$ cat src/rtl/panda_risc_v_trap_ctrl_pkg.sv
// rtl/panda_risc_v_trap_ctrl_pkg.sv - shared trap sequencer states, interrupt causes and CSR update types
package panda_risc_v_trap_ctrl_pkg;

    typedef enum logic [1:0] {
        ST_IDLE      = 2'd0,
        ST_WAIT_IDLE = 2'd1,
        ST_ENTER     = 2'd2,
        ST_FLUSH     = 2'd3
    } trap_state_t;

    localparam logic [7:0] ITR_CAUSE_SW  = 8'd3;
    localparam logic [7:0] ITR_CAUSE_TMR = 8'd7;
    localparam logic [7:0] ITR_CAUSE_EXT = 8'd11;

    // CSR update types shared with the rest of the execute unit
    localparam logic [1:0] CSR_UPD_WRITE = 2'd0;
    localparam logic [1:0] CSR_UPD_SET   = 2'd1;
    localparam logic [1:0] CSR_UPD_CLR   = 2'd2;

endpackage

$ cat src/rtl/panda_risc_v_itr_arb.sv
// rtl/panda_risc_v_itr_arb.sv - fixed-priority interrupt arbiter (external > software > timer)
module panda_risc_v_itr_arb
    import panda_risc_v_trap_ctrl_pkg::*;
(
    input  logic       mstatus_mie_v,
    input  logic       mie_msie_v,
    input  logic       mie_mtie_v,
    input  logic       mie_meie_v,
    input  logic       sw_itr_req,
    input  logic       tmr_itr_req,
    input  logic       ext_itr_req,
    output logic       itr_pend,
    output logic [7:0] cause
);

    logic ext_p;
    logic sw_p;
    logic tmr_p;

    always_comb begin
        ext_p    = ext_itr_req & mie_meie_v;
        sw_p     = sw_itr_req & mie_msie_v;
        tmr_p    = tmr_itr_req & mie_mtie_v;
        itr_pend = mstatus_mie_v & (ext_p | sw_p | tmr_p);
        if (ext_p)
            cause = ITR_CAUSE_EXT;
        else if (sw_p)
            cause = ITR_CAUSE_SW;
        else if (tmr_p)
            cause = ITR_CAUSE_TMR;
        else
            cause = 8'd0;
    end

endmodule

$ cat src/rtl/panda_risc_v_trap_ctrl.sv
// rtl/panda_risc_v_trap_ctrl.sv - commit-point trap/mret sequencer; PANDA_RISC_V_TRAP_MTVAL_EN builds the mtval register
module panda_risc_v_trap_ctrl
    import panda_risc_v_trap_ctrl_pkg::*;
#(
    parameter real simulation_delay = 1
) (
    input  logic        clk,
    input  logic        resetn,
    input  logic        cmt_valid,
    output logic        cmt_ready,
    output logic        cmt_retire,
    input  logic [31:0] cmt_pc,
    input  logic        cmt_is_expt,
    input  logic [7:0]  cmt_expt_cause,
    input  logic [31:0] cmt_expt_val,
    input  logic        cmt_is_mret,
    input  logic        pipe_idle,
    input  logic        sw_itr_req,
    input  logic        tmr_itr_req,
    input  logic        ext_itr_req,
    input  logic        mstatus_mie_v,
    input  logic        mie_msie_v,
    input  logic        mie_mtie_v,
    input  logic        mie_meie_v,
    output logic        itr_expt_enter,
    output logic        itr_expt_is_intr,
    output logic [7:0]  itr_expt_cause,
    output logic [31:0] itr_expt_ret_addr,
    output logic [31:0] itr_expt_val,
    input  logic [31:0] itr_expt_vec_baseaddr,
    output logic        itr_expt_ret,
    input  logic [31:0] mepc_ret_addr,
    output logic        flush_req,
    output logic [31:0] flush_addr,
    input  logic        flush_ack,
    output logic        trap_busy
);

    // The delay only matters to behavioural models; nothing is built from it.
    if (simulation_delay < 0.0) begin : g_sim_delay_check
    end

    trap_state_t state;
    trap_state_t state_nxt;
    logic        itr_pend;
    logic [7:0]  itr_cause;
    logic        hs;
    logic        take_itr;
    logic        take_expt;
    logic        take_ret;
    logic        is_ret;

    panda_risc_v_itr_arb u_itr_arb (
        .mstatus_mie_v (mstatus_mie_v),
        .mie_msie_v    (mie_msie_v),
        .mie_mtie_v    (mie_mtie_v),
        .mie_meie_v    (mie_meie_v),
        .sw_itr_req    (sw_itr_req),
        .tmr_itr_req   (tmr_itr_req),
        .ext_itr_req   (ext_itr_req),
        .itr_pend      (itr_pend),
        .cause         (itr_cause)
    );

    // Interrupt beats exception beats mret; an interrupted mret re-executes later.
    assign hs        = cmt_valid & (state == ST_IDLE);
    assign take_itr  = hs & itr_pend;
    assign take_expt = hs & ~itr_pend & cmt_is_expt;
    assign take_ret  = hs & ~itr_pend & ~cmt_is_expt & cmt_is_mret;

    always_ff @(posedge clk or negedge resetn) begin
        if (!resetn)
            state <= ST_IDLE;
        else
            state <= state_nxt;
    end

    always_comb begin
        state_nxt = state;
        case (state)
            ST_IDLE:      if (take_itr | take_expt | take_ret) state_nxt = ST_WAIT_IDLE;
            ST_WAIT_IDLE: if (pipe_idle) state_nxt = ST_ENTER;
            ST_ENTER:     state_nxt = ST_FLUSH;
            ST_FLUSH:     if (flush_ack) state_nxt = ST_IDLE;
            default:      state_nxt = ST_IDLE;
        endcase
    end

    always_comb begin
        cmt_ready      = (state == ST_IDLE);
        trap_busy      = (state != ST_IDLE);
        cmt_retire     = hs & ~itr_pend & ~cmt_is_expt;
        itr_expt_enter = (state == ST_ENTER) & ~is_ret;
        itr_expt_ret   = (state == ST_ENTER) & is_ret;
        flush_req      = (state == ST_FLUSH);
    end

    always_ff @(posedge clk or negedge resetn) begin
        if (!resetn) begin
            itr_expt_is_intr  <= 1'b0;
            itr_expt_cause    <= 8'd0;
            itr_expt_ret_addr <= 32'd0;
            is_ret            <= 1'b0;
            flush_addr        <= 32'd0;
        end else begin
            if (take_itr | take_expt) begin
                itr_expt_is_intr  <= take_itr;
                itr_expt_cause    <= take_itr ? itr_cause : cmt_expt_cause;
                itr_expt_ret_addr <= cmt_pc;
                is_ret            <= 1'b0;
            end else if (take_ret) begin
                is_ret <= 1'b1;
            end
            if (state == ST_ENTER)
                flush_addr <= is_ret ? mepc_ret_addr : itr_expt_vec_baseaddr;
        end
    end

`ifdef PANDA_RISC_V_TRAP_MTVAL_EN
    always_ff @(posedge clk or negedge resetn) begin
        if (!resetn)
            itr_expt_val <= 32'd0;
        else if (take_itr)
            itr_expt_val <= 32'd0;
        else if (take_expt)
            itr_expt_val <= cmt_expt_val;
    end
`else
    logic unused_expt_val;
    assign unused_expt_val = ^cmt_expt_val;
    assign itr_expt_val    = 32'd0;
`endif

endmodule

$ cat config.mk
export PLATFORM = sky130hd
export DESIGN_NAME = panda_risc_v_trap_ctrl
export DESIGN_NICKNAME = d
export VERILOG_FILES = /design/src/rtl/panda_risc_v_trap_ctrl_pkg.sv /design/src/rtl/panda_risc_v_itr_arb.sv /design/src/rtl/panda_risc_v_trap_ctrl.sv
export SDC_FILE = /design/constraint.sdc
export NUM_CORES = 1
export LEC_CHECK = 0
export ABC_AREA = 1
export CORE_UTILIZATION = 34
export DETAILED_ROUTE_END_ITERATION = 12
export GPL_ROUTABILITY_DRIVEN = 1
export PLACE_DENSITY = 0.9
export SYNTH_ARGS = -nofsm -noshare
export SYNTH_HDL_FRONTEND = slang
export SYNTH_SLANG_ARGS = --single-unit
$ cat constraint.sdc
create_clock -name clk -period 1.9 [get_ports clk]
set_input_delay 0.38 -clock clk [delete_from_list [all_inputs] [get_ports clk]]
set_output_delay 0.38 -clock clk [all_outputs]
set_load 0.02 [all_outputs]
==> insert_results.sql, run 1 <==
INSERT INTO impl_metrics (metric_group, metric, value, unit) VALUES
('power', 'share_seq_of_total_power', '31.8', '%'),
('routing', 'drt_iter0_drc', '151', ''),
('clock_tree', 'cts_root_buf', 'sky130_fd_sc_hd__clkbuf_8', ''),
('logic_synthesis', 'synthArstFlopShare', '100', '%'),
('placed_design', 'dpl.hpwl', '7810', 'um'),
('worst_setup_path', 'crit_path_max_incr_delay', '0.39', 'ns'),
('global_routing', 'antenna_found_initial', '0', ''),
('die', 'boundaryPins', '261', ''),
('clock_tree', 'clockBufferDepth', '2', ''),
('global_routing', 'grt_usage', '19.0', '%'),
('logic_synthesis', 'synth_area_per_cell', '8.47', 'um2'),
('clock_tree', 'numClockSinks', '76', ''),
('worst_setup_path', 'crit_path_cell_trace', 'inv_2 -> ha_1 -> buf_4 -> dlygate4sd2_1', ''),
('placed_design', 'total_placed_cells_including_tap_cells', '742', ''),
('cells_and_area', 'final_net_count', '777', ''),
('power', 'peakVddDrop', '818', 'uV'),
('outcome', 'run_status', 'finished, final reports clean', ''),
('worst_setup_path', 'cp.arrival', '1.43', 'ns'),
('worst_setup_path', 'critical_path.endpoint_type', 'primary output', ''),
('die', 'die_footprint', '10700', 'um2'),
('power', 'power.share.switching', '39.9', '%'),
('routing', 'drt-total-wl', '10100', 'um'),
('clock_tree', 'tritoncts', 'built', ''),
('logic_synthesis', 'number_of_synthesized_flops_with_an_enable_pin', '0', ''),
('clock_tree', 'clk_transition_reported_paths', '0.09', 'ns'),
('timing', 'tns', '0', 'ns'),
('global_routing', 'grt_first_pass_wirelength', '16400', 'um'),
('logic_synthesis', 'yosys_register_bits', '76', ''),
('routing', 'post-route-drc-count', '0', ''),
('power', 'power_switching', '0.00353', 'W'),
('logic_synthesis', 'synth-main-ff-cell', 'sky130_fd_sc_hd__dfrtp_1', ''),
('logic_synthesis', 'post_syn_area', '3510', 'um2'),
('global_routing', 'global_route.overflow_total', '0', ''),
('worst_setup_path', 'cp_slowest_cell', 'sky130_fd_sc_hd__dfrtp_1', ''),
('cells_and_area', 'layout.cells.most_common_list', 'sky130_fd_sc_hd__nand2_1 (209), sky130_fd_sc_hd__clkdlybuf4s50_1 (189), sky130_fd_sc_hd__dfrtp_1 (76)', ''),
('routing', 'firstDrtPassIters', '6', ''),
('die', 'die_w', '104', 'um'),
('die', 'core.rowCount', '36', ''),
('die', 'die-height', '104', 'um'),
('cells_and_area', 'flow.area_growth_from_synthesis', '65.5', '%'),
('cells_and_area', 'finalNonFillerCells', '760', ''),
('timing', 'fin_worst_skew', '0.0166', 'ns'),
('timing', 'rsz0062_at_grt', 'yes', ''),
('min_path', 'holdCritPathClass', 'in -> async', ''),
('cells_and_area', 'final_layout_size_suffix_gt1_share', '7.66', '%'),
('logic_synthesis', 'syn_inst', '414', ''),
('logic_synthesis', 'yosys-top-cells-area', 'sky130_fd_sc_hd__dfrtp_1 (54%), sky130_fd_sc_hd__nand2_1 (22%), sky130_fd_sc_hd__buf_4 (7.5%), sky130_fd_sc_hd__nand3_1 (5.4%), sky130_fd_sc_hd__ha_1 (1.8%)', ''),
('clock_tree', 'cts_buf_count', '9', ''),
('logic_synthesis', 'seq_area_frac_synth', '54.2', '%'),
('routing', 'vias', '3337', ''),
('worst_setup_path', 'worstSetupPathType', 'reg -> out', ''),
('die', 'core', '9860', 'um2'),
('timing', 'timing.final.crit_period', '1.81', 'ns'),
('timing', 'timing.final.setup_violations', '0', ''),
('placed_design', 'placed_area', '5560', 'um2'),
('logic_synthesis', 'synth.top_cell.area_share', '54.2', '%'),
('routing', 'routedWlPerCell', '13.3', 'um'),
('cells_and_area', 'mostFrequentLayoutCell', 'sky130_fd_sc_hd__nand2_1', ''),
('placed_design', 'place.gp.congestion', '0.832', ''),
('clock_tree', 'clkLatencyLatePin', '0.35', 'ns'),
('placed_design', 'place_worst_setup_slack', '-0.337', 'ns'),
('cells_and_area', 'layout.core_utilization', '58.8', '%'),
('power', 'comb_power_share', '53.0', '%'),
('cells_and_area', 'finish.instance_area', '5800', 'um2'),
('worst_setup_path', 'timing.critical_path.fanout_max', '3', ''),
('cells_and_area', 'insertedDiodeCount', '0', ''),
('power', 'portion_of_total_power_attributed_to_the_clock_network', '15.2', '%'),
('timing', 'fin_ws', '0.0875', 'ns'),
('placed_design', 'place.port_buffers', '196', ''),
('logic_synthesis', 'synthesis.yosys.warnings', '0', ''),
('logic_synthesis', 'synth_largest_area_cell', 'sky130_fd_sc_hd__dfrtp_1', '');
==> what timing repair did <==
item / in CTS / in global routing
hold buffers: 1 / 0
resized for setup: 15 / 6
setup buffers: 0 / 1
endpoints found under the hold margin: 26 / 0
setup endpoints to repair: 6 / 5
==> cell usage after synthesis, types with 2 or more instances <==
cell and n:
sky130_fd_sc_hd__nand2_1 209, sky130_fd_sc_hd__dfrtp_1 76, sky130_fd_sc_hd__nand3_1 38, sky130_fd_sc_hd__buf_4 35
sky130_fd_sc_hd__inv_1 13, sky130_fd_sc_hd__buf_2 5, sky130_fd_sc_hd__ha_1 5, sky130_fd_sc_hd__a22o_1 4
sky130_fd_sc_hd__clkbuf_1 4, sky130_fd_sc_hd__nor2_1 4, sky130_fd_sc_hd__a21oi_1 2, sky130_fd_sc_hd__buf_6 2
sky130_fd_sc_hd__nand2_2 2, sky130_fd_sc_hd__nand2_4 2, sky130_fd_sc_hd__o22a_1 2
==> registers in the layout, summed over array words and instances (netlist names) <==
name / count
itr_expt_is_intr: 1
is_ret: 1
itr_expt_cause: 8
itr_expt_ret_addr: 32
state: 2
flush_addr: 32
==> final cells by class <==
| type | count | area [um2] |
|---|---|---|
| repair buffers | 214 | 2130 |
| flip-flops and latches | 76 | 1900 |
| clock buffers | 10 | 128 |
| fillers | 842 | 4060 |
| clock inverters | 6 | 88.8 |
| multi-input cells | 307 | 1330 |
| well taps | 133 | 166 |
| inverters | 14 | 55.1 |
==> critical path, delay by kind of cell, from the launching register on <==
kind | cells | cell delay, ns
adders and majority gates | 1 | 0.17
buffers and inverters | 3 | 0.54
DFF | 1 | 0.39
==> logic make-up after synthesis <==
group | Yosys count | synth area share, %
adder cells (fa/ha/maj) | 5 | 1.78
flip-flops | 76 | 54.2
AO/OA/AOI/OAI | 11 | 2.32
other | 1 | 0.107
AND/OR/NAND/NOR | 259 | 30.0
buffers and inverters | 62 | 11.5
==> per-stage QoR <==
stage | power [W] | hold WS (ns)
floorplan | 0.00523 | 0.0844
global placement | 0.00740 | 0.313
detailed placement | 0.00756 | 0.322
CTS | 0.00891 | 0.469
global route | 0.00940 | 0.506
finish | 0.00884 | 0.474
==> routing by layer <==
layer / track usage [%] / vias up / share of wire [%] / wire length (um)
li1: - / 1633 / - / -
met1: 22.0 / 1535 / 41 / 4180
met2: 33.3 / 141 / 50 / 5090
met3: 3.59 / 28 / 5.4 / 548
met4: 9.94 / 0 / 3.0 / 306
met5: 0 / - / 0 / 0
==> power by group through the flow <==
stage	Sequential (W)	Clock (W)	Combinational, W
6_report	0.00281	0.00134	0.00469
5_1_grt	0.00290	0.00145	0.00505
4_1_cts	0.00281	0.00139	0.00471
3_5_place_dp	0.00283	0	0.00473
3_3_place_gp	0.00280	0	0.00459
2_1_floorplan	0.00369	0	0.00154
==> final timing paths <==
path                       depth (start not counted)               endpoint             startpoint  slack [ns]
setup / recovery                                   4              cmt_ready               state[0]        0.09
hold / removal                                     2       itr_expt_is_intr                 resetn        0.47
setup reg to reg                                  10               state[0]               state[0]        0.29
hold reg to reg                                    2  itr_expt_ret_addr[24]  itr_expt_ret_addr[24]        0.49
max in group asynchronous                          3         flush_addr[14]                 resetn        0.82
min in group clk                                   2  itr_expt_ret_addr[24]  itr_expt_ret_addr[24]        0.49
Power figures use the tool's default switching activity.
==> run 2, diff against run 1 <==
CAP_MARGIN = 20   (was unset)
PLACE_DENSITY = 0.78   (was 0.9)
clock period = 2 ns   (was 1.9 ns; I/O delays follow)
==> run 2 against run 1 <==
  * Global-route usage grew 0.14 points
  * Clock power is 6% lower
  * Register-to-register slack better by 0.08 ns
  * Combinational power fell by 5.5%
  * Cell count shrank 0.13%
  * Die area is the same
  * Via count about the same
  * Utilization decreased by 0.34 points
  * Critical path type unchanged
==> insert_results.sql, run 2 (synthesis gave the netlist of run 1 again) <==
INSERT INTO impl_metrics (metric_group, metric, value, unit) VALUES
('outcome', 'run_status', 'finished, final reports clean', ''),
('global_routing', 'global_route.overflow_total', '0', ''),
('global_routing', 'grt_first_pass_wirelength', '16300', 'um'),
('worst_setup_path', 'r2r_end', 'itr_expt_ret_addr[6]', ''),
('global_routing', 'vias_in_the_first_global_route', '3375', ''),
('die', 'floorplan.initialDensity', '35.5', '%'),
('global_routing', 'most_crowded_layer_after_global_routing', 'met2', ''),
('timing', 'tns', '0', 'ns'),
('placed_design', 'place_worst_setup_slack', '-0.306', 'ns'),
('global_routing', 'antenna_found_initial', '0', ''),
('timing', 'fin_worst_skew', '0.0113', 'ns'),
('worst_setup_path', 'worst_path_dominant_cell_family', 'buffers and inverters', ''),
('worst_setup_path', 'timing.critical_path.fanout_max', '3', ''),
('global_routing', 'grt_start_max_net_pins', '45', ''),
('clock_tree', 'clockBufferDepth', '2', ''),
('power', 'static-leakage-power', '2.78', 'nW'),
('timing', 'timing.final.crit_share', '94.3', '%'),
('worst_setup_path', 'critical_path.startpoint_type', 'register', ''),
('cells_and_area', 'multiInputGateArea', '1320', 'um2'),
('clock_tree', 'numClockSinks', '76', ''),
('cells_and_area', 'nFillCells', '819', ''),
('placed_design', 'place.port_buffers', '196', ''),
('global_routing', 'grtUsageMet2', '34.1', '%'),
('timing', 'rsz0062_at_grt', 'no', ''),
('routing', 'firstDrtPassIters', '4', ''),
('worst_setup_path', 'data_required_time_at_the_worst_endpoint', '1.60', 'ns'),
('die', 'die_w', '104', 'um'),
('cells_and_area', 'flow.area_growth_from_synthesis', '64.5', '%'),
('clock_tree', 'cts_root_buf', 'sky130_fd_sc_hd__clkbuf_8', ''),
('die', 'core.rowCount', '36', ''),
('clock_tree', 'clkLatencyLatePin', '0.35', 'ns'),
('timing', 'hold_viol_final', '0', ''),
('routing', 'final_antenna_net_count', '0', ''),
('die', 'die-height', '104', 'um'),
('die', 'boundaryPins', '261', ''),
('global_routing', 'grt_usage', '19.1', '%'),
('routing', 'routedWlPerCell', '13.1', 'um'),
('power', 'power.density', '1450', 'nW/um2'),
('routing', 'routed_via_density', '4.39', ''),
('clock_tree', 'clk_transition_reported_paths', '0.07', 'ns'),
('die', 'core', '9860', 'um2'),
('timing', 'timing.final.crit_period', '1.89', 'ns'),
('worst_setup_path', 'crit-reg2reg-launch', 'state[0]', ''),
('worst_setup_path', 'cp_slowest_cell', 'sky130_fd_sc_hd__dfrtp_1', ''),
('routing', 'vias', '3335', ''),
('timing', 'fmaxAchievable', '530', 'MHz'),
('global_routing', 'use_met3', '3.84', '%'),
('routing', 'post-route-drc-count', '0', ''),
('min_path', 'hp-start', 'itr_expt_ret_addr[18]', ''),
('cells_and_area', 'layout.core_utilization', '58.5', '%'),
('worst_setup_path', 'cp.arrival', '1.49', 'ns'),
('clock_tree', 'cts_buf_count', '9', ''),
('worst_setup_path', 'ff_to_ff_path_depth', '10', ''),
('placed_design', 'total_placed_cells_including_tap_cells', '742', ''),
('timing', 'timing.final.setup_violations', '0', ''),
('worst_setup_path', 'worstPathBufferInverterCount', '3', ''),
('die', 'die_footprint', '10700', 'um2'),
('worst_setup_path', 'crit_path_max_incr_delay', '0.38', 'ns'),
('cells_and_area', 'insertedDiodeCount', '0', ''),
('routing', 'drt-total-wl', '9960', 'um'),
('min_path', 'min_delay_worst_endpoint', 'itr_expt_ret_addr[18]', ''),
('job', 'cap_viol_max_count', '0', ''),
('cells_and_area', 'layout.cells.most_common_list', 'sky130_fd_sc_hd__nand2_1 (209), sky130_fd_sc_hd__clkdlybuf4s50_1 (189), sky130_fd_sc_hd__dfrtp_1 (76)', ''),
('cells_and_area', 'mostFrequentLayoutCell', 'sky130_fd_sc_hd__nand2_1', ''),
('timing', 'fin_ws', '0.113', 'ns'),
('global_routing', 'grt_util_met1', '22.1', '%'),
('worst_setup_path', 'crit_path_cell_trace', 'inv_1 -> ha_2 -> buf_4 -> dlygate4sd2_1', ''),
('routing', 'drt_iter0_drc', '100', ''),
('power', 'peakVddDrop', '750', 'uV'),
('placed_design', 'dpl.hpwl', '7630', 'um'),
('min_path', 'min_path_cells', '2', ''),
('timing', 'slew_viol_final', '0', ''),
('clock_tree', 'htree_num_levels', '3', ''),
('cells_and_area', 'layout_top_registers', 'flush_addr x32, itr_expt_ret_addr x32, itr_expt_cause x8', ''),
('cells_and_area', 'final_net_count', '776', ''),
('worst_setup_path', 'worstSetupPathType', 'reg -> out', ''),
('clock_tree', 'tritoncts', 'built', ''),
('placed_design', 'place.gp.congestion', '0.830', ''),
('worst_setup_path', 'critical_path.endpoint_type', 'primary output', ''),
('power', 'post-layout-total-power', '0.00836', 'W'),
('cells_and_area', 'final_layout_size_suffix_gt1_share', '7.19', '%'),
('cells_and_area', 'finalNonFillerCells', '759', ''),
('min_path', 'holdCritPathClass', 'reg -> reg', ''),
('cells_and_area', 'area.sequential', '1900', 'um2'),
('worst_setup_path', 'regToRegSetupSlack', '0.37', 'ns');
-- run 2: changes by cell type in the layout (fill, tap and decap cells not counted), moves of 2 or more --
cell                              change
sky130_fd_sc_hd__clkdlybuf4s15_2      -2
sky130_fd_sc_hd__buf_4                -2
sky130_fd_sc_hd__clkinv_2             +2
sky130_fd_sc_hd__buf_2                +2
-- run 2: layer usage --
layer,wire [um],part of all wire [%]
met3,544,5.5
met1,4020,40
met4,239,2.4
met5,0,0
met2,5160,52
-- run 2: worst max-delay path by stage --
stage,from,endpoint,slack [ns],depth (start not counted)
after CTS,state[0],cmt_retire,0.002,5
final,state[0],cmt_ready,0.11,4
after global routing,state[0],cmt_retire,0.002,5
after detailed placement,sw_itr_req,cmt_retire,-0.31,7
after global placement,sw_itr_req,cmt_retire,-0.30,7
after floorplan,state[0],cmt_retire,0.13,4
-- run 2: worst register-to-register path: cells and delay by family (launching register included) --
family,cells,cell delay [ns]
flops,1,0.38
simple gates,4,0.28
buf+inv,5,0.73
fa+ha+maj,1,0.20
-- run 2: layout make-up --
| type | instances | share of cell area [%] |
|---|---|---|
| Clock buffer | 9 | 2.15 |
| Clock inverter | 7 | 1.58 |
| Inverter | 14 | 0.955 |
| Multi-Input combinational cell | 307 | 22.9 |
| Sequential cell | 76 | 33.0 |
| Tap cell | 133 | 2.89 |
| Timing Repair Buffer | 213 | 36.6 |
-- run 2: repair_timing --
| item | CTS | global route |
|---|---|---|
| resized for setup | 11 | 7 |
| hold buffers | 1 | 0 |
| setup buffers | 0 | 0 |
| endpoints found under the hold margin | 19 | 0 |
| setup endpoints to repair | 6 | 4 |
-- run 2: through the flow --
stage | area [um2] | hold slack [ns]
6_report | 5770 | 0.484
5_1_grt | 5770 | 0.501
4_1_cts | 5780 | 0.487
3_5_place_dp | 5560 | 0.379
3_3_place_gp | 5560 | 0.370
2_1_floorplan | 3620 | 0.104
-- run 2: power by group --
group / total, W / leakage (nW) / internal [W] / switching, W
clock: 0.00126 / 0.109 / 0.000698 / 0.000566
combinational: 0.00443 / 1.73 / 0.00205 / 0.00237
sequential: 0.00267 / 0.942 / 0.00227 / 0.000402
total: 0.00836 / 2.78 / 0.00502 / 0.00334
==> run 3, diff against run 2 <==
GPL_ROUTABILITY_DRIVEN = unset   (was 1)
==> results of run 3 <==
Final layout, timing and power as in run 2 (identical DEF).
==> RTL edit 1, RTL diff (flow settings as in run 3) <==
Register the input `sw_itr_req` before use, without a reset. The logic sees it one clock later. The other inputs are not delayed to match.
--- a/src/rtl/panda_risc_v_trap_ctrl.sv
+++ b/src/rtl/panda_risc_v_trap_ctrl.sv
@@ -36,6 +36,12 @@
     output logic        trap_busy
 );
 
+    logic sw_itr_req_q;
+
+    always_ff @(posedge clk) begin
+        sw_itr_req_q <= sw_itr_req;
+    end
+
     // The delay only matters to behavioural models; nothing is built from it.
     if (simulation_delay < 0.0) begin : g_sim_delay_check
     end
@@ -55,7 +61,7 @@
         .mie_msie_v    (mie_msie_v),
         .mie_mtie_v    (mie_mtie_v),
         .mie_meie_v    (mie_meie_v),
-        .sw_itr_req    (sw_itr_req),
+        .sw_itr_req    (sw_itr_req_q),
         .tmr_itr_req   (tmr_itr_req),
         .ext_itr_req   (ext_itr_req),
         .itr_pend      (itr_pend),
Formal check against the unedited RTL: not equivalent (a bounded check fails within 4 cycles, from zero or initial values and one cycle with resetn low).
==> RTL edit 1 against run 3 <==
  * Wire length is 1.0% higher
  * Total power increased by 1.3%
  * Fmax decreased by 0.37%
  * Core utilization up 0.11 points
  * Global-route usage rose by 0.22 points
  * Via count did not move
  * Register-to-register slack barely moved
  * Area after synthesis grew 0.57%
  * Final area rose by 0.65%
  * First-iteration DRC count rose by 57%
  * Sequential cell count increased by 1
  * Worst setup slack worse by 0.0071 ns
  * Critical endpoint is now trap_busy
  * Highest routed layer unchanged
==> RTL edit 1: results (changes against run 3) <==
metric	value	unit	change
num_antenna_cells	0		unchanged
synth_area_leaders	dfrtp_1 54%, nand2_1 22%, buf_4 7.5%, nand3_1 5.4%, ha_1 1.8%		unchanged
holdWs	0.0609	ns	was 0.484 ns
wl	10100	µm	was 9960 µm
gr-usage-met2	35.1	%	was 34.1%
peakVddDrop	0.620	mV	was 0.750 mV
vias	3335		unchanged
synth_cells	415		was 414
grt_pass1_wl	16700	µm	was 16300 µm
synth.distinct_cells	27		was 26
dp.cells	744		was 742
synth_mux_area_share	0	%	unchanged
dpl.hpwl	7770	µm	was 7630 µm
critPathMaxFanout	3		unchanged
r2r-start	state[0]$_DFFE_PN0P_		unchanged
worstRegToRegCells	9		was 10
synth-compound-area-share	2.31	%	was 2.32%
dr.first_iter.drc_count	157		was 100
post_cts_buffers	0		unchanged
nets	777		was 776
min_path_type	input port to asynchronous set/reset pin		was register to register
antenna_found_initial	0		unchanged
synth_common_cells	209 x nand2_1, 76 x dfrtp_1, 38 x nand3_1		unchanged
ctsResizeCount	10		was 11
grt_pass1_vias	3448		was 3375
gp_congestion	0.757		was 0.830
ys_seq_area_share	54.5	%	was 54.2%
skew	0.00839	ns	was 0.0113 ns
drive_gt1_share	7.18	%	was 7.19%
async_flop_share	98.7	%	was 100%
synth_top_flop_cell	dfrtp_1		unchanged
instances_no_fill	760		was 759
r2r_end	itr_expt_ret_addr[29]$_DFFE_PN0P_		was itr_expt_ret_addr[6]$_DFFE_PN0P_
gr-usage-all-layers	19.4	%	was 19.1%
use_met3	4.66	%	was 3.84%
synth_fa_ha_area_share	1.77	%	was 1.78%
outcome	complete, no violations		unchanged
p_leak	2.80	nW	was 2.78 nW
met1_usage	21.7	%	was 22.1%
## RTL edit 1: metrics by stage
| stage | setup TNS [ns] | power (mW) | util (%) | setup WS (ns) | area [µm²] |
|---|---|---|---|---|---|
| after global routing | 0 | 9.04 | 58.6 | 0.0188 | 5800 |
| after floorplan | 0 | 4.99 | - | 0.128 | 3640 |
| after CTS | 0 | 8.59 | 58.6 | 0.0364 | 5800 |
| after detailed placement | -0.313 | 7.20 | 56.2 | -0.313 | 5570 |
| after global placement | -0.305 | 7.07 | 56.2 | -0.305 | 5570 |
| final | 0 | 8.47 | 58.6 | 0.106 | 5800 |
## RTL edit 1: worst max-delay path by stage
stage,startpoint,slack [ns],end
final,state[0]$_DFFE_PN0P_,0.11,trap_busy
after global routing,state[0]$_DFFE_PN0P_,0.02,itr_expt_ret
after CTS,state[0]$_DFFE_PN0P_,0.04,itr_expt_enter
after detailed placement,mie_msie_v,-0.31,cmt_retire
after global placement,mie_msie_v,-0.30,cmt_retire
after floorplan,state[0]$_DFFE_PN0P_,0.13,cmt_retire
## RTL edit 1: kinds of logic (layout without fill, tap and decap cells)
group	count (synthesis)	in the layout
AOI/OAI and AO/OA	11	11
adders and majority gates	5	5
buffers and inverters	62	243
DFF	77	77
other	1	32
and+or+nand+nor	259	259
## RTL edit 1: power breakdown
| part | switching [mW] | internal (mW) |
|---|---|---|
| registers | 0.397 | 2.29 |
| logic | 2.36 | 2.04 |
| clock network | 0.544 | 0.838 |
## RTL edit 1: cell type report
type                            count  area, µm²
Fill cell                         894       4110
Timing Repair Buffer              213       2100
Sequential cell                    77       1920
Clock buffer                       13        179
Multi-Input combinational cell    307       1320
Tap cell                          133        166
Inverter                           14       55.1
Clock inverter                      3       65.1
## RTL edit 1: metal layers
metal,vias up,share of wire (%)
li1,1636,-
met1,1539,39
met2,137,52
met3,23,6.0
met4,0,2.7
met5,-,0
## RTL edit 1: worst reg2reg max path: stages, from the launching register on
cell and delay (ns):
dfrtp_1 0.39, inv_1 0.10, ha_2 0.21, nand2_1 0.07
buf_4 0.15, inv_1 0.10, nand2_4 0.12, buf_4 0.23
nand2_1 0.08, nand2_1 0.06
==> RTL edit 2, RTL diff (flow settings as in run 3) <==
Without the edit above. Add a define of `PANDA_RISC_V_TRAP_MTVAL_EN`.
--- a/src/rtl/panda_risc_v_trap_ctrl.sv
+++ b/src/rtl/panda_risc_v_trap_ctrl.sv
@@ -1,4 +1,6 @@
 // rtl/panda_risc_v_trap_ctrl.sv - commit-point trap/mret sequencer; PANDA_RISC_V_TRAP_MTVAL_EN builds the mtval register
+`define PANDA_RISC_V_TRAP_MTVAL_EN
+
 module panda_risc_v_trap_ctrl
     import panda_risc_v_trap_ctrl_pkg::*;
 #(
Function: changed (a bounded check fails within 4 cycles, from zero or initial values and one cycle with resetn low).
==> RTL edit 2 against run 3 <==
  * First-iteration DRC count up 140%
  * Largest power group unchanged
  * Final area up 32%
  * Area after synthesis up 29%
  * Worst setup slack worse by 0.033 ns
  * Critical path depth unchanged
  * Clock skew down 0.0058 ns
  * Wire length up 35%
  * Sequential cell count up 32
  * Critical path type unchanged
  * Via count up 25%
  * Non-clock buffer count up 64
  * Total power up 36%
==> RTL edit 2: results (changes against run 3) <==
metric	value	unit	change
outcome	complete, no violations		unchanged
clock_path_buffers	2		unchanged
cts.clk_slew.worst_paths	0.07	ns	about the same
gp_congestion	0.813		was 0.830
grt_pass1_vias	4125		was 3375
grt_pass1_wl	19900	µm	was 16300 µm
drt-pass1-iter-count	4		unchanged
wl_per_cell	15.0	µm	was 13.1 µm
portBuffers	260		was 196
worst_path_max_delay_cell	dfrtp_1		unchanged
ys_seq_area_share	60.0	%	was 54.2%
peakVddDrop	0.762	mV	was 0.750 mV
synthXorXnorAreaFrac	0	%	unchanged
synth-compound-area-share	8.02	%	was 2.32%
dpl.hpwl	9840	µm	was 7630 µm
htree_num_levels	3		unchanged
cts-root-buf	clkbuf_16		was clkbuf_8
reg.largest.list	flush_addr (32), itr_expt_ret_addr (32), itr_expt_val (32)		was flush_addr (32), itr_expt_ret_addr (32), itr_expt_cause (8)
skew	0.00554	ns	was 0.0113 ns
critPathMaxFanout	4		was 3
max_slew_margin	59.2	%	
wl_met2	6590	µm	was 5160 µm
place_ws	-0.268	ns	was -0.306 ns
synth_fa_ha_area_share	1.39	%	was 1.78%
num_antenna_cells	0		unchanged
post_cts_buffers	0		unchanged
nets	872		was 776
ctsResizeCount	13		was 11
antenna_found_initial	0		unchanged
dr.first_iter.drc_count	238		was 100
synth_warnings	0		unchanged
synth_top_flop_cell	dfrtp_1		unchanged
grt_max_degree	109		was 45
p_int	7.08	mW	was 5.02 mW
crit_start	state[1]$_DFFE_PN0P_		was state[0]$_DFFE_PN0P_
synth_area_leaders	dfrtp_1 60%, nand2_1 16%, a22o_1 7.0%, nand3_1 4.1%, buf_6 1.7%		was dfrtp_1 54%, nand2_1 22%, buf_4 7.5%, nand3_1 5.4%, ha_1 1.8%
placed_cell_area	7280	µm²	was 5560 µm²
p_seq_share	32.9	%	was 31.9%
use_met3	4.99	%	was 3.84%
p_leak	3.53	nW	was 2.78 nW
min_path_type	input port to asynchronous set/reset pin		was register to register
synth_nets	606		
synth_mux_area_share	0	%	unchanged
synth_common_cells	197 x nand2_1, 108 x dfrtp_1, 37 x nand3_1		was 209 x nand2_1, 76 x dfrtp_1, 38 x nand3_1
gr-usage-all-layers	19.2	%	was 19.1%
wl_met3	1020	µm	was 544 µm
vias	4158		was 3335
clk_latency	0.34	ns	
synth.distinct_cells	29		was 26
wl_met1	5560	µm	was 4020 µm
max_stage_delay	0.42	ns	was 0.38 ns
drive_gt1_share	8.59	%	was 7.19%
async_flop_share	100	%	unchanged
met1_usage	22.1	%	about the same
p_clk	1.94	mW	was 1.26 mW
numCtsBuffers	9		unchanged
gr-usage-met2	33.8	%	was 34.1%
switching_share	37.9	%	was 40.0%
==> RTL edit 2: changes by cell type after synthesis, sizes merged <==
cell,delta
a22o,+32
clkbuf,-1
dfrtp,+32
buf,-25
conb,-1
==> RTL edit 2: cell families (layout without fill, tap and decap cells) <==
family,count (synthesis),in the layout
buffers and inverters,36,307
AND/OR/NAND/NOR,259,259
AO/OA/AOI/OAI,43,43
adder cells (fa/ha/maj),5,5
flip-flops,108,108
==> RTL edit 2: per-stage QoR <==
step                      std cells  util, %  setup TNS (ns)  hold WS, ns
after floorplan                 451        -               0        0.104
after global placement          878     57.0          -0.256        0.461
after detailed placement        878     57.0          -0.268        0.464
after CTS                       894     59.5               0        0.154
after global routing            894     59.4               0        0.168
final                           894     59.4               0       0.0798
==> RTL edit 2: worst max-delay path, delay by kind of cell (launching register included) <==
kind | cells | cell delay, ns
buffers and inverters | 3 | 0.56
flip-flops | 1 | 0.42
adder cells (fa/ha/maj) | 1 | 0.20
==> RTL edit 2: final cells by class <==
type	instances	area, µm²
flip-flops and latches	108	2700
clock inverters	5	83.8
inverters	14	67.6
multi-input cells	307	1540
repair buffers	277	2730
fillers	1030	5180
clock buffers	11	253
well taps	172	215
==> RTL edit 2: worst paths after layout <==
check                      depth (start not counted)  slack [ns]                           endpoint
min in group clk                                   2        0.48  itr_expt_ret_addr[22]$_DFFE_PN0P_
min                                                2        0.08  itr_expt_ret_addr[28]$_DFFE_PN0P_
min reg2reg                                        2        0.48  itr_expt_ret_addr[22]$_DFFE_PN0P_
max reg2reg                                        8        0.31       itr_expt_val[20]$_DFFE_PN0P_
max in group asynchronous                          2        1.41  itr_expt_ret_addr[15]$_DFFE_PN0P_
max                                                4        0.08                          cmt_ready
